**src/rtl/frame_sched_ctrl.sv**
```systemverilog
// frame_sched_ctrl: sequencer for the pseudo-sensor BRAM frame reader.
// It pulses the reader's start, watches the returned pixel stream for framing
// errors and frame completion, holds a blanking gap between frames, and walks
// a bank index through NUM_BANKS frames stored in BRAM.
// The full BRAM address is {bank, reader address}.
//
// Optional build macro: FRAME_SCHED_TIMEOUT_EN adds a RUN-state watchdog.
// Without it, err_timeout is tied low.
//
// Ports:
//   clk         system clock
//   srst        async active-high reset
//   enable      continuous mode: stream frames while high
//   single      one-cycle request for exactly one frame (one request is queued)
//   rd_start    one-cycle start pulse to the reader
//   rd_valid    reader pixel valid
//   rd_sof      reader start-of-frame
//   rd_eol      reader end-of-line
//   bank        current frame bank (upper BRAM address bits)
//   frame_cnt   completed-frame counter, wraps at 16 bits
//   busy        high in every state except IDLE
//   frame_done  one-cycle pulse at frame completion
//   err_sync    sticky framing error (sof/eol misplaced)
//   err_timeout sticky watchdog error
module frame_sched_ctrl #(
  parameter int IN_W           = 640,
  parameter int IN_H           = 480,
  parameter int NUM_BANKS      = 4,
  parameter int BB             = 2,
  parameter int GAP_CYCLES     = 64,
  parameter int TIMEOUT_CYCLES = 4096
) (
  input  logic          clk,
  input  logic          srst,
  input  logic          enable,
  input  logic          single,
  output logic          rd_start,
  input  logic          rd_valid,
  input  logic          rd_sof,
  input  logic          rd_eol,
  output logic [BB-1:0] bank,
  output logic [15:0]   frame_cnt,
  output logic          busy,
  output logic          frame_done,
  output logic          err_sync,
  output logic          err_timeout
);

  // Pixel counter carries one spare bit above the frame size.
  localparam int PW = $clog2(IN_W * IN_H) + 1;
  localparam int CW = $clog2(IN_W + 1);
  localparam int GW = $clog2(GAP_CYCLES + 1);

  localparam logic [PW-1:0] PIX_LAST  = PW'(IN_W * IN_H - 1);
  localparam logic [CW-1:0] COL_LAST  = CW'(IN_W - 1);
  localparam logic [BB-1:0] BANK_LAST = BB'(NUM_BANKS - 1);
  localparam logic [GW-1:0] GAP_LOAD  = GW'(GAP_CYCLES - 1);

  typedef enum logic [1:0] {IDLE, START, RUN, GAP} state_t;

  state_t        state, state_nxt;
  logic          pending;
  logic [PW-1:0] pix;
  logic [CW-1:0] col;
  logic [GW-1:0] gap;
  logic          done_evt, to_evt, sync_bad;

`ifdef FRAME_SCHED_TIMEOUT_EN
  localparam int WW = $clog2(TIMEOUT_CYCLES + 1);
  localparam logic [WW-1:0] WD_LAST = WW'(TIMEOUT_CYCLES - 1);
  logic [WW-1:0] wd;
`endif

  // Framing check only applies to valid pixels while RUN; stray valids
  // elsewhere are ignored.
  assign sync_bad = (state == RUN) && rd_valid &&
                    ((rd_sof != (pix == '0)) || (rd_eol != (col == COL_LAST)));

  always_comb begin
    state_nxt = state;
    done_evt  = 1'b0;
    to_evt    = 1'b0;
    case (state)
      IDLE:  if (enable || pending) state_nxt = START;
      START: state_nxt = RUN;
      RUN: begin
        if (rd_valid && (pix == PIX_LAST)) begin
          done_evt  = 1'b1;
          state_nxt = GAP;
        end
`ifdef FRAME_SCHED_TIMEOUT_EN
        // wd holds silent cycles already elapsed; this cycle is the last allowed.
        else if (!rd_valid && (wd == WD_LAST)) begin
          to_evt    = 1'b1;
          state_nxt = IDLE;
        end
`endif
      end
      GAP:     if (gap == '0) state_nxt = IDLE;
      default: state_nxt = IDLE;
    endcase
  end

  always_ff @(posedge clk or posedge srst) begin
    if (srst) state <= IDLE;
    else      state <= state_nxt;
  end

  always_ff @(posedge clk or posedge srst) begin
    if (srst) begin
      rd_start    <= 1'b0;
      busy        <= 1'b0;
      frame_done  <= 1'b0;
      bank        <= '0;
      frame_cnt   <= '0;
      err_sync    <= 1'b0;
      err_timeout <= 1'b0;
      pending     <= 1'b0;
      pix         <= '0;
      col         <= '0;
      gap         <= '0;
`ifdef FRAME_SCHED_TIMEOUT_EN
      wd          <= '0;
`endif
    end else begin
      // Outputs follow the next state so they line up with the state itself.
      rd_start   <= (state_nxt == START);
      busy       <= (state_nxt != IDLE);
      frame_done <= done_evt;
      err_sync   <= err_sync | sync_bad;

      // A fresh single wins over the clear, so a request arriving on the
      // consuming edge is not lost.
      pending <= single |
                 (pending & ~((state == IDLE && state_nxt == START) | to_evt));

      if (state == START) begin
        pix <= '0;
        col <= '0;
      end else if (state == RUN && rd_valid) begin
        pix <= pix + 1'b1;
        col <= (col == COL_LAST) ? '0 : col + 1'b1;
      end

      if (done_evt) begin
        frame_cnt <= frame_cnt + 16'd1;
        bank      <= (bank == BANK_LAST) ? '0 : bank + 1'b1;
        gap       <= GAP_LOAD;
      end else if (state == GAP && gap != '0) begin
        gap <= gap - 1'b1;
      end

`ifdef FRAME_SCHED_TIMEOUT_EN
      if (state == START || (state == RUN && rd_valid)) wd <= '0;
      else if (state == RUN)                            wd <= wd + 1'b1;
      err_timeout <= err_timeout | to_evt;
`else
      err_timeout <= 1'b0;
`endif
    end
  end

endmodule

```
**config.mk**
```make
export PLATFORM = sky130hd
export DESIGN_NAME = frame_sched_ctrl
export DESIGN_NICKNAME = d
export VERILOG_FILES = /design/src/rtl/frame_sched_ctrl.sv
export SDC_FILE = /design/constraint.sdc
export NUM_CORES = 1
export LEC_CHECK = 0
export BUFFER_PORTS_ARGS = -buffer_cell sky130_fd_sc_hd__buf_2
export CELL_PAD_IN_SITES_DETAIL_PLACEMENT = 1
export CELL_PAD_IN_SITES_GLOBAL_PLACEMENT = 2
export CORE_MARGIN = 5
export CORE_UTILIZATION = 41
export CTS_CLUSTER_SIZE = 8
export DETAILED_ROUTE_END_ITERATION = 10
export PLACE_DENSITY_LB_ADDON = 0.08
export SETUP_SLACK_MARGIN = 0.5
export SLEW_MARGIN = 20
export SYNTH_ARGS = -nofsm -noshare
export SYNTH_HDL_FRONTEND = slang
export SYNTH_SLANG_ARGS = --single-unit
export TNS_END_PERCENT = 5
```
**constraint.sdc**
```tcl
create_clock -name clk -period 3.22 [get_ports clk]
set_input_delay 0.644 -clock clk [delete_from_list [all_inputs] [get_ports clk]]
set_output_delay 0.644 -clock clk [all_outputs]
set_load 0.01 [all_outputs]
```
# ---- Yosys cells after proc, flatten, opt, wreduce, memory -nomap -nowiden
# Index checks and enable logic that the tools add are counted.
dict set report classes {
  add_sub_neg 5
  multipliers 0
  div 0
  magnitude_cmp 0
  n_eq_ne 9
  n_shift 0
  mux 14
  bitwise_logic 4
  reduce_logical 14
}
# op count
set ops {}
lappend ops {{two-way mux 20 bit} 2}
lappend ops {{two-way mux 10 bit} 3}
lappend ops {{adder 20 x 1 -> 20 bit (second input constant)} 1}
lappend ops {{== test 20 x 19 -> 1 bit (second input constant)} 1}
lappend ops {{zero test 20 bit} 1}
lappend ops {{adder 16 x 1 -> 16 bit (second input constant)} 1}
lappend ops {{two-way mux 7 bit} 2}
lappend ops {{adder 10 x 1 -> 10 bit (second input constant)} 1}
lappend ops {{== test 10 bit (second input constant)} 1}
lappend ops {{two-way mux 2 bit} 4}
lappend ops {{one-hot mux 2 bit (4 select lines)} 1}
lappend ops {{zero test 7 bit} 1}
lappend ops {{nonzero test 7 bit} 1}
lappend ops {{subtractor 7 x 1 -> 7 bit (second input constant)} 1}
lappend ops {{== test 2 bit (second input constant)} 3}
lappend ops {{nonzero test 2 bit} 3}
lappend ops {{logical AND 1 bit} 5}
lappend ops {{== test 2 x 1 -> 1 bit (second input constant)} 2}
lappend ops {{adder 2 x 1 -> 2 bit (second input constant)} 1}
lappend ops {{zero test 2 bit} 1}
lappend ops {{logical OR 1 bit} 2}
lappend ops {{two-way mux 1 bit} 2}
lappend ops {{!= test 1 bit} 2}
lappend ops {{bitwise OR 1 bit} 2}
lappend ops {{2 further kinds} 2}
dict set report totals {
  regBits 62
  latch_bits 0
  ram_bits 0
  rom_bits 0
  input_bits 7
  wordCells 57
  memories 0
}

# ---- Depth between registers and ports, before layout
# Gate-level depths: netlist of run 1.
dict set report logic_depth {
  word_depth 9
  ltp_mapped 6
  ltp_nobuf 6
}

# ---- Least setup slack after synthesis of run 1
# OpenSTA, ideal clock, no wires.
dict set report synth_path {
  kind {input port to flip-flop}
  from {in rd_valid}
  to {reg pix[15]}
  arrival_ns 1.867
  setup_slack_ns 1.274
  cell_stages 5
  n_path_buf 1
  path_cell_list {nand3b_1 or3_1 buf_2 nor4_1 mux2i_1}
}
dict set report synth_between {
  elab_chain_len 2
}
# item line
set synth_lines {}
lappend synth_lines {{start: declaration} 38} ;# input logic rd_valid,
lappend synth_lines {{logical AND 1 bit} 140} ;# end else if (state == RUN && rd_valid) begin
lappend synth_lines {{nonzero test 2 bit (no line)} --}
lappend synth_lines {{end signal: assignment} 141} ;# pix <= pix + 1'b1;
lappend synth_lines {{end: declaration} 63} ;# logic [PW-1:0] pix;
# No other way between the ends.
# A chain may end at the register's enable or synchronous reset.

# ---- Worst setup path after layout of run 1
dict set report layout_path {
  from {reg pix[14]}
  to {reg bank[0]}
}
dict set report layout_between {
  elab_chain_len 4
}
# item line
set layout_lines {}
lappend layout_lines {{== test 20 x 19 -> 1 bit} 87} ;# if (rd_valid && (pix == PIX_LAST)) begin
lappend layout_lines {{logical AND 1 bit} 87}
lappend layout_lines {{two-way mux 1 bit} 87}
lappend layout_lines {{two-way mux 1 bit} 83} ;# case (state)
lappend layout_lines {{end signal: assignment} 147} ;# bank <= (bank == BANK_LAST) ? '0 : bank + 1'b1;
lappend layout_lines {{end: declaration} 41} ;# output logic [BB-1:0] bank,
# No other way between the ends.

==> metrics, run 1 <==
status finished, final reports clean; Finished Layout Cells 456; Core ar. 7650 um^2; routed via count 2534; WP data arrival about 2.6 ns; Die W 98.0 um; synthesis-to-finish area growth 16.2%; Synth Warn # 0; crit end category register; flop-to-flop setup slack 0.87 ns; Die Y slightly below 100 um; worst min-delay path class in2async; syn avg cell area about 9.9 um^2; Via density 5.56; syn nets about 330; Hold Fails Final Rpt 0; top cells by area, synth dfrtp_1 (49%), xnor2_1 (5.0%), nand2_1 (4.4%), nand3_1 (4.1%), mux2i_1 (3.5%); Worst EP required 3.44 ns; initial core utilization 41.5%; first-pass GRT wire length 13200 um; initial antenna violation count 0; clock share of power 47.0%; Antenna Nets Post-Route 0; fmax approximately 430 MHz; post-CTS sizing 0; combinational power share ~7.9%; final core occ 48.2%; H-tree depth 3; sequential-to-total area share from yosys stat approximately half; setup bufs post-CTS 0; Hold-fix buffers, CTS 0; kind of critical path reg2reg; clk_skew 0.0108 ns; Distinct cells, synth slightly below 50; # fillers 875; Die ar. 9600 um^2; Net Sw Power 0.000475 W; dpl cells 440; vias in the first global route about 2700; mapped cell area 3170 um^2; Reg power frac 45.1%; wire length per cell 16.7 um; root buffer cell clkbuf_8; n_diodes 0; Int Pwr 0.00151 W; Pre-Repair DR Iteration Count 4; Critical R2R Launch pix[14]; Post-synth EDFFs 0; synthesized flop and latch total 62; RSZ-0062 raised after global routing false; maximum vdd drop between 0.2 and 0.25 mV; Synth async-reset ratio 100%; Leak Pwr 1.67 nW; num ports 30; Hold Worst Slack 0.365 ns; largest net degree at the start of global routing 63; fin crit period approximately 2.3 ns; top-count cell post-synth dfrtp_1; CP max FO 13; DRC Markers 0; grt ovf 0; WL final about 7600 um; final setup fails 0; GPL Wtd Cong 0.767; Max Slew Vio Count 0; Startpoint Class register; TritonCTS Buffers 9; synth cell count leaders dfrtp_1 (62), nand2_1 (37), nand3_1 (26); R2R cell count 4; CTS tree built; # clock sinks 62; HPWL after DPL 5240 um; Post-synth top flop dfrtp_1; r2r endpoint bank[0]; gr usage total 16.8%; share of the synthesized area in the top cell type 48.9%; Synth area leader dfrtp_1; Nets roughly 360; PD cells 538 nW/um^2; Worst-Margin Slew 0.878 ns; DP Worst Slack around 0.78 ns; Worst-path clk slew 0.08 ns; initial DRC count 44; Switching Share 24.0%; Row Count 32; Slew HR 41.5%; I/O Buffers 28; layout cells sized above 1 17.8%; maximum capacitance violations 0; TNS Setup 0 ns; clk_lat worst skew roughly 0.34 ns; Cells after Synth 319; clock buffer depth 2; fin worst setup slack 0.874 ns; fin crit share 72.8%
-- logic make-up (layout without fill, tap and decap cells) --
logic type	after synthesis	count (layout)	synth area share [%]
simple gates	143	143	24.9
flops	62	62	48.9
compound gates	48	48	10.3
buf+inv	26	61	3.67
xor+xnor	19	19	5.25
mux	14	14	4.54
fa+ha+maj	6	6	2.37
other cells	1	1	0.118
-- metal layers --
metal / wire length [um] / global-route usage (%)
met5: 0 / 0
met2: 3620 / 27.0
met4: 114 / 6.39
met1: 3720 / 22.5
met3: 156 / 3.29
-- layout by cell type (no fill, tap or decap), drive strengths merged, types with 2 or more instances in the layout --
master   n
dfrtp   62
nand2   38
buf     32
nand3   26
xnor2   18
nand4   15
nor2    13
inv     13
o21ai   12
mux2i   11
and3    10
clkbuf  10
nor4     8
a31oi    7
o31ai    7
o211ai   6
ha       6
or3      5
nor3     5
and4     4
a21oi    4
or2      4
and2     4
bufinv   4
a31o     3
mux2     3
or4      3
nand2b   2
-- through the flow --
step | total power (W) | cell area (um^2)
floorplan | 0.00101 | 3170
CTS | 0.00201 | 3680
global placement | 0.00106 | 3410
global route | 0.00209 | 3680
detailed placement | 0.00107 | 3410
finish | 0.00198 | 3680
-- critical path, cell delays in order (launching register included) --
cell     delay, ns
dfrtp_1       0.43
or4_4         0.58
nor4_4        0.55
nand2_2       0.32
mux2_2        0.35
-- layout make-up --
cell class                      instances  area (um^2)  share of cell area, %
Multi-Input combinational cell        231         1500                   40.8
Sequential cell                        62         1550                   42.1
Tap cell                              102          128                   3.46
Timing Repair Buffer                   32          183                   4.96
Inverter                               13         48.8                   1.32
Clock inverter                          6          133                   3.60
Clock buffer                           10          138                   3.74
-- worst max-delay path by stage --
stage                        start      end  slack (ns)  cells past startpoint
after global placement    rd_valid  pix[17]        0.88                      6
after global routing       pix[16]  bank[0]        0.76                      4
after floorplan               srst  bank[0]        1.03                      1
final                      pix[14]  bank[0]        0.87                      4
after detailed placement  rd_valid  pix[19]        0.78                      6
after CTS                  pix[14]  bank[0]        0.86                      4
-- registers in the layout (all words and copies together) (netlist names) --
name,cells
busy,1
col,10
frame_done,1
pending,1
pix,20
state,2
gap,7
err_sync,1
frame_cnt,16
rd_start,1
bank,2
-- power groups by stage --
stage / registers [W] / logic [W] / clock network, W
final: 0.000894 / 0.000157 / 0.000931
after CTS: 0.000893 / 0.000161 / 0.000955
after detailed placement: 0.000909 / 0.000159 / 0
after global routing: 0.000908 / 0.000185 / 0.000997
after floorplan: 0.000889 / 0.000123 / 0
after global placement: 0.000908 / 0.000155 / 0
(Power assumes the default switching activity.)
==> run 2: changes to the inputs <==
--- a/config.mk
+++ b/config.mk
@@ -5,11 +5,12 @@
 export SDC_FILE = /design/constraint.sdc
 export NUM_CORES = 1
 export LEC_CHECK = 0
+export ABC_AREA = 1
 export BUFFER_PORTS_ARGS = -buffer_cell sky130_fd_sc_hd__buf_2
 export CELL_PAD_IN_SITES_DETAIL_PLACEMENT = 1
 export CELL_PAD_IN_SITES_GLOBAL_PLACEMENT = 2
 export CORE_MARGIN = 5
-export CORE_UTILIZATION = 41
+export CORE_UTILIZATION = 35
 export CTS_CLUSTER_SIZE = 8
 export DETAILED_ROUTE_END_ITERATION = 10
 export PLACE_DENSITY_LB_ADDON = 0.08
==> constraint.sdc (replaced) <==
create_clock -name clk -period 2.4 [get_ports clk]
set_input_delay 0.48 -clock clk [delete_from_list [all_inputs] [get_ports clk]]
set_output_delay 0.48 -clock clk [all_outputs]
set_load 0.01 [all_outputs]
==> run 2 against run 1 <==
Clock skew grew 0.0016 ns. Core utilization shrank 7.4 points. Wire length up 33%. Clock power is 6.7% higher. Setup slack got worse by 0.23 ns. Count of clock-buffer cells in the layout increased by 1. First-iteration DRC count rose to 3.2 times the previous value. Global-route usage increased by 0.16 points. Total power increased by 23%. Cell count is 46% higher. Worst hold slack worse by 0.16 ns. Critical path type unchanged. Largest power group is now registers.
==> metrics, run 2 <==
Worst-Margin Slew 0.643 ns (was 0.878 ns); Row Count 37 (was 32); synthesized flop and latch total 62 (unchanged); GPL Wtd Cong 0.761 (was 0.767); initial core utilization 35.6% (was 41.5%); Critical R2R Launch pix[0] (was pix[14]); Hold Fails Final Rpt 0 (unchanged); vias in the first global route 3466 (was 2670); TritonCTS Buffers 9 (unchanged); n_diodes 0 (unchanged); first-pass GRT wire length 17200 um (was 13200 um); Pre-Repair DR Iteration Count 4 (unchanged); Startpoint Class register (unchanged); crit end category register (unchanged); wire length per cell 15.2 um (was 16.7 um); synth cell count leaders nand2_1 (117), nor2_1 (66), dfrtp_1 (62) (was dfrtp_1 (62), nand2_1 (37), nand3_1 (26)); Leak Pwr 2.11 nW (was 1.67 nW); fmax 569 MHz (was 426 MHz); RSZ-0062 raised after global routing true (was false); TNS Setup 0 ns (unchanged); mapped cell area 3640 um^2 (was 3170 um^2); Net Sw Power 0.000688 W (was 0.000475 W); Worst EP required 2.64 ns (was 3.44 ns); Synth area leader dfrtp_1 (unchanged); PD cells 583 nW/um^2 (was 538 nW/um^2); gr usage total 17.0% (was 16.8%); crit path cell chain ha_1, nand2_2, nor2_4, nand2_4, nor2_2, nand4_2, nand2_1, nand2_1 (was or4_4, nor4_4, nand2_2, mux2_2); Cells after Synth 488 (was 319); Distinct cells, synth 41 (was 49); layout cells sized above 1 15.1% (was 17.8%); Switching Share 28.3% (was 24.0%); synthesis-to-finish area growth 14.6% (was 16.2%); syn nets 501 (was 332); most common cell after layout, fill and taps aside nand2_1 (was dfrtp_1); DP Worst Slack 0.602 ns (was 0.778 ns); flop-to-flop setup slack 0.64 ns (was 0.87 ns); Final Power 0.00244 W (was 0.00198 W); final setup fails 0 (unchanged); HPWL after DPL 7600 um (was 5240 um); max FFs per register 20 (unchanged); WP data arrival 2.00 ns (was 2.57 ns); initial DRC count 142 (was 44); cell area after layout 4180 um^2 (was 3680 um^2); initial antenna violation count 0 (unchanged); dpl cells 650 (was 440); share of the synthesized area in the top cell type 42.6% (was 48.9%); CP max FO 10 (was 13); Reg power frac 48.2% (was 45.1%); setup bufs post-CTS 0 (unchanged); Max Slew Vio Count 0 (unchanged); Die Y 112 um (was 98.0 um); maximum capacitance violations 0 (unchanged); clk_lat worst skew 0.36 ns (was 0.34 ns); routed via count 3304 (was 2534); num ports 30 (unchanged); Int Pwr 0.00175 W (was 0.00151 W); WL final 10100 um (was 7610 um); DRC Markers 0 (unchanged); r2r endpoint frame_cnt[8] (was bank[0]); grt ovf 0 (unchanged); Antenna Nets Post-Route 0 (unchanged); CP peak stage delay 0.38 ns (was 0.58 ns); Slew HR 57.1% (was 41.5%); Max stage delay cell, worst path dfrtp_1 (was or4_4); status finished, final reports clean (unchanged); kind of critical path reg2reg (unchanged); Post-Place Cell Area 3960 um^2 (was 3410 um^2); Synth async-reset ratio 100% (unchanged); Die W 112 um (was 98.0 um); Die ar. 12500 um^2 (was 9600 um^2); clock share of power 40.8% (was 47.0%); most used cell, CP nand2_1; clock buffer depth 2 (unchanged); Post-synth EDFFs 0 (unchanged); largest net degree at the start of global routing 37 (was 63); fin crit period 1.76 ns (was 2.35 ns); fin crit share 73.2% (was 72.8%); Top reg by flops pix (unchanged); Finished Layout Cells 666 (was 456); H-tree depth 3 (unchanged); maximum vdd drop 0.273 mV (was 0.224 mV); sequential-to-total area share from yosys stat 42.6% (was 48.9%); commonest non-fill, non-tap cells in the layout nand2_1 (117), nor2_1 (66), dfrtp_1 (62), inv_1 (60), nand3_1 (47) (was dfrtp_1 (62), nand2_1 (37), buf_2 (28), nand3_1 (26), xnor2_1 (18)); Nets 538 (was 362); top-count cell post-synth nand2_1 (was dfrtp_1); Core ar. 10200 um^2 (was 7650 um^2); combinational power share 11.0% (was 7.9%); Via density 4.96 (was 5.56); R2R cell count 8 (was 4); Synth Warn # 0 (unchanged); root buffer cell clkbuf_8 (unchanged); Post-synth top flop dfrtp_1 (unchanged); # clock sinks 62 (unchanged); top cells by area, synth dfrtp_1 (43%), nand2_1 (12%), nor2_1 (6.8%), nand3_1 (6.5%), inv_1 (6.3%) (was dfrtp_1 (49%), xnor2_1 (5.0%), nand2_1 (4.4%), nand3_1 (4.1%), mux2i_1 (3.5%)); Worst-path clk slew 0.07 ns (was 0.08 ns); Largest regs pix: 20 flops, frame_cnt: 16 flops, col: 10 flops (unchanged); clk_skew 0.0125 ns (was 0.0108 ns); CTS tree built (unchanged); I/O Buffers 28 (unchanged); worst min-delay path class in2async (unchanged); fin worst setup slack 0.643 ns (was 0.874 ns); syn avg cell area 7.46 um^2 (was 9.94 um^2)
## run 2: changes by cell type after synthesis, moves of 7 or more
cell,change
nor3_1,+9
o21ai_0,+9
o31ai_1,-7
inv_1,+48
mux2i_1,-10
xor2_1,+7
and3_1,-9
xnor2_1,-12
nand2_1,+80
nor2_2,+8
nand3_1,+21
nor2_1,+53
## run 2: timing repair
action                                 CTS  global route
setup endpoints to repair                0            15
endpoints found under the hold margin    0             0
gates resized for setup                  0             1
hold buffers                             0             0
## run 2: logic make-up after synthesis
group | Yosys count | synth area share [%]
xor gates and xnor gates | 15 | 3.81
adders and majority gates | 6 | 2.06
DFF | 62 | 42.6
muxes | 1 | 0.275
AOI/OAI and AO/OA | 45 | 7.25
and+or+nand+nor | 286 | 36.0
buffers and inverters | 72 | 7.90
other | 1 | 0.103
## run 2: critical path: cells and delay by family (launching register included)
| family | cells | cell delay (ns) |
|---|---|---|
| adders and majority gates | 1 | 0.22 |
| and+or+nand+nor | 7 | 1.06 |
| DFF | 1 | 0.38 |
## run 2: worst max-delay path by stage
stage	from	end	slack [ns]	cells past startpoint
after global placement	pix[0]	frame_cnt[11]	0.67	8
after global routing	pix[0]	frame_cnt[13]	0.43	8
final	pix[0]	frame_cnt[8]	0.64	8
after detailed placement	rd_valid	pix[7]	0.60	6
after CTS	pix[0]	frame_cnt[8]	0.60	8
after floorplan	gap[0]	gap[3]	0.91	7
## run 2: power by group through the flow
stage	logic, W	clock network [W]	registers, W
3_5_place_dp	0.000274	0	0.00119
2_1_floorplan	0.000208	0	0.00118
3_3_place_gp	0.000269	0	0.00119
4_1_cts	0.000275	0.00102	0.00117
6_report	0.000267	0.000993	0.00117
5_1_grt	0.000309	0.00107	0.00118
## run 2: area by class of cell
class	count	area, um^2
Tap cell	136	170
Timing Repair Buffer	32	183
Fill cell	1291	6060
Multi-Input combinational cell	354	1810
Clock inverter	5	57.6
Inverter	66	251
Sequential cell	62	1550
Clock buffer	11	151
## run 2: per-stage QoR
step	hold WS (ns)	util (%)
after floorplan	0.448	-
after global placement	0.449	38.7
after detailed placement	0.452	38.7
after CTS	0.213	40.7
after global routing	0.241	40.8
final	0.208	40.8
## run 2: metal layers
layer	share of wire (%)	global-route usage, %	up-vias	wire length, um
met5	0	0	-	0
met4	1.1	4.17	0	107
met3	2.6	3.88	10	259
met2	47	27.5	30	4720
met1	50	23.1	1614	5020
li1	-	-	1650	-
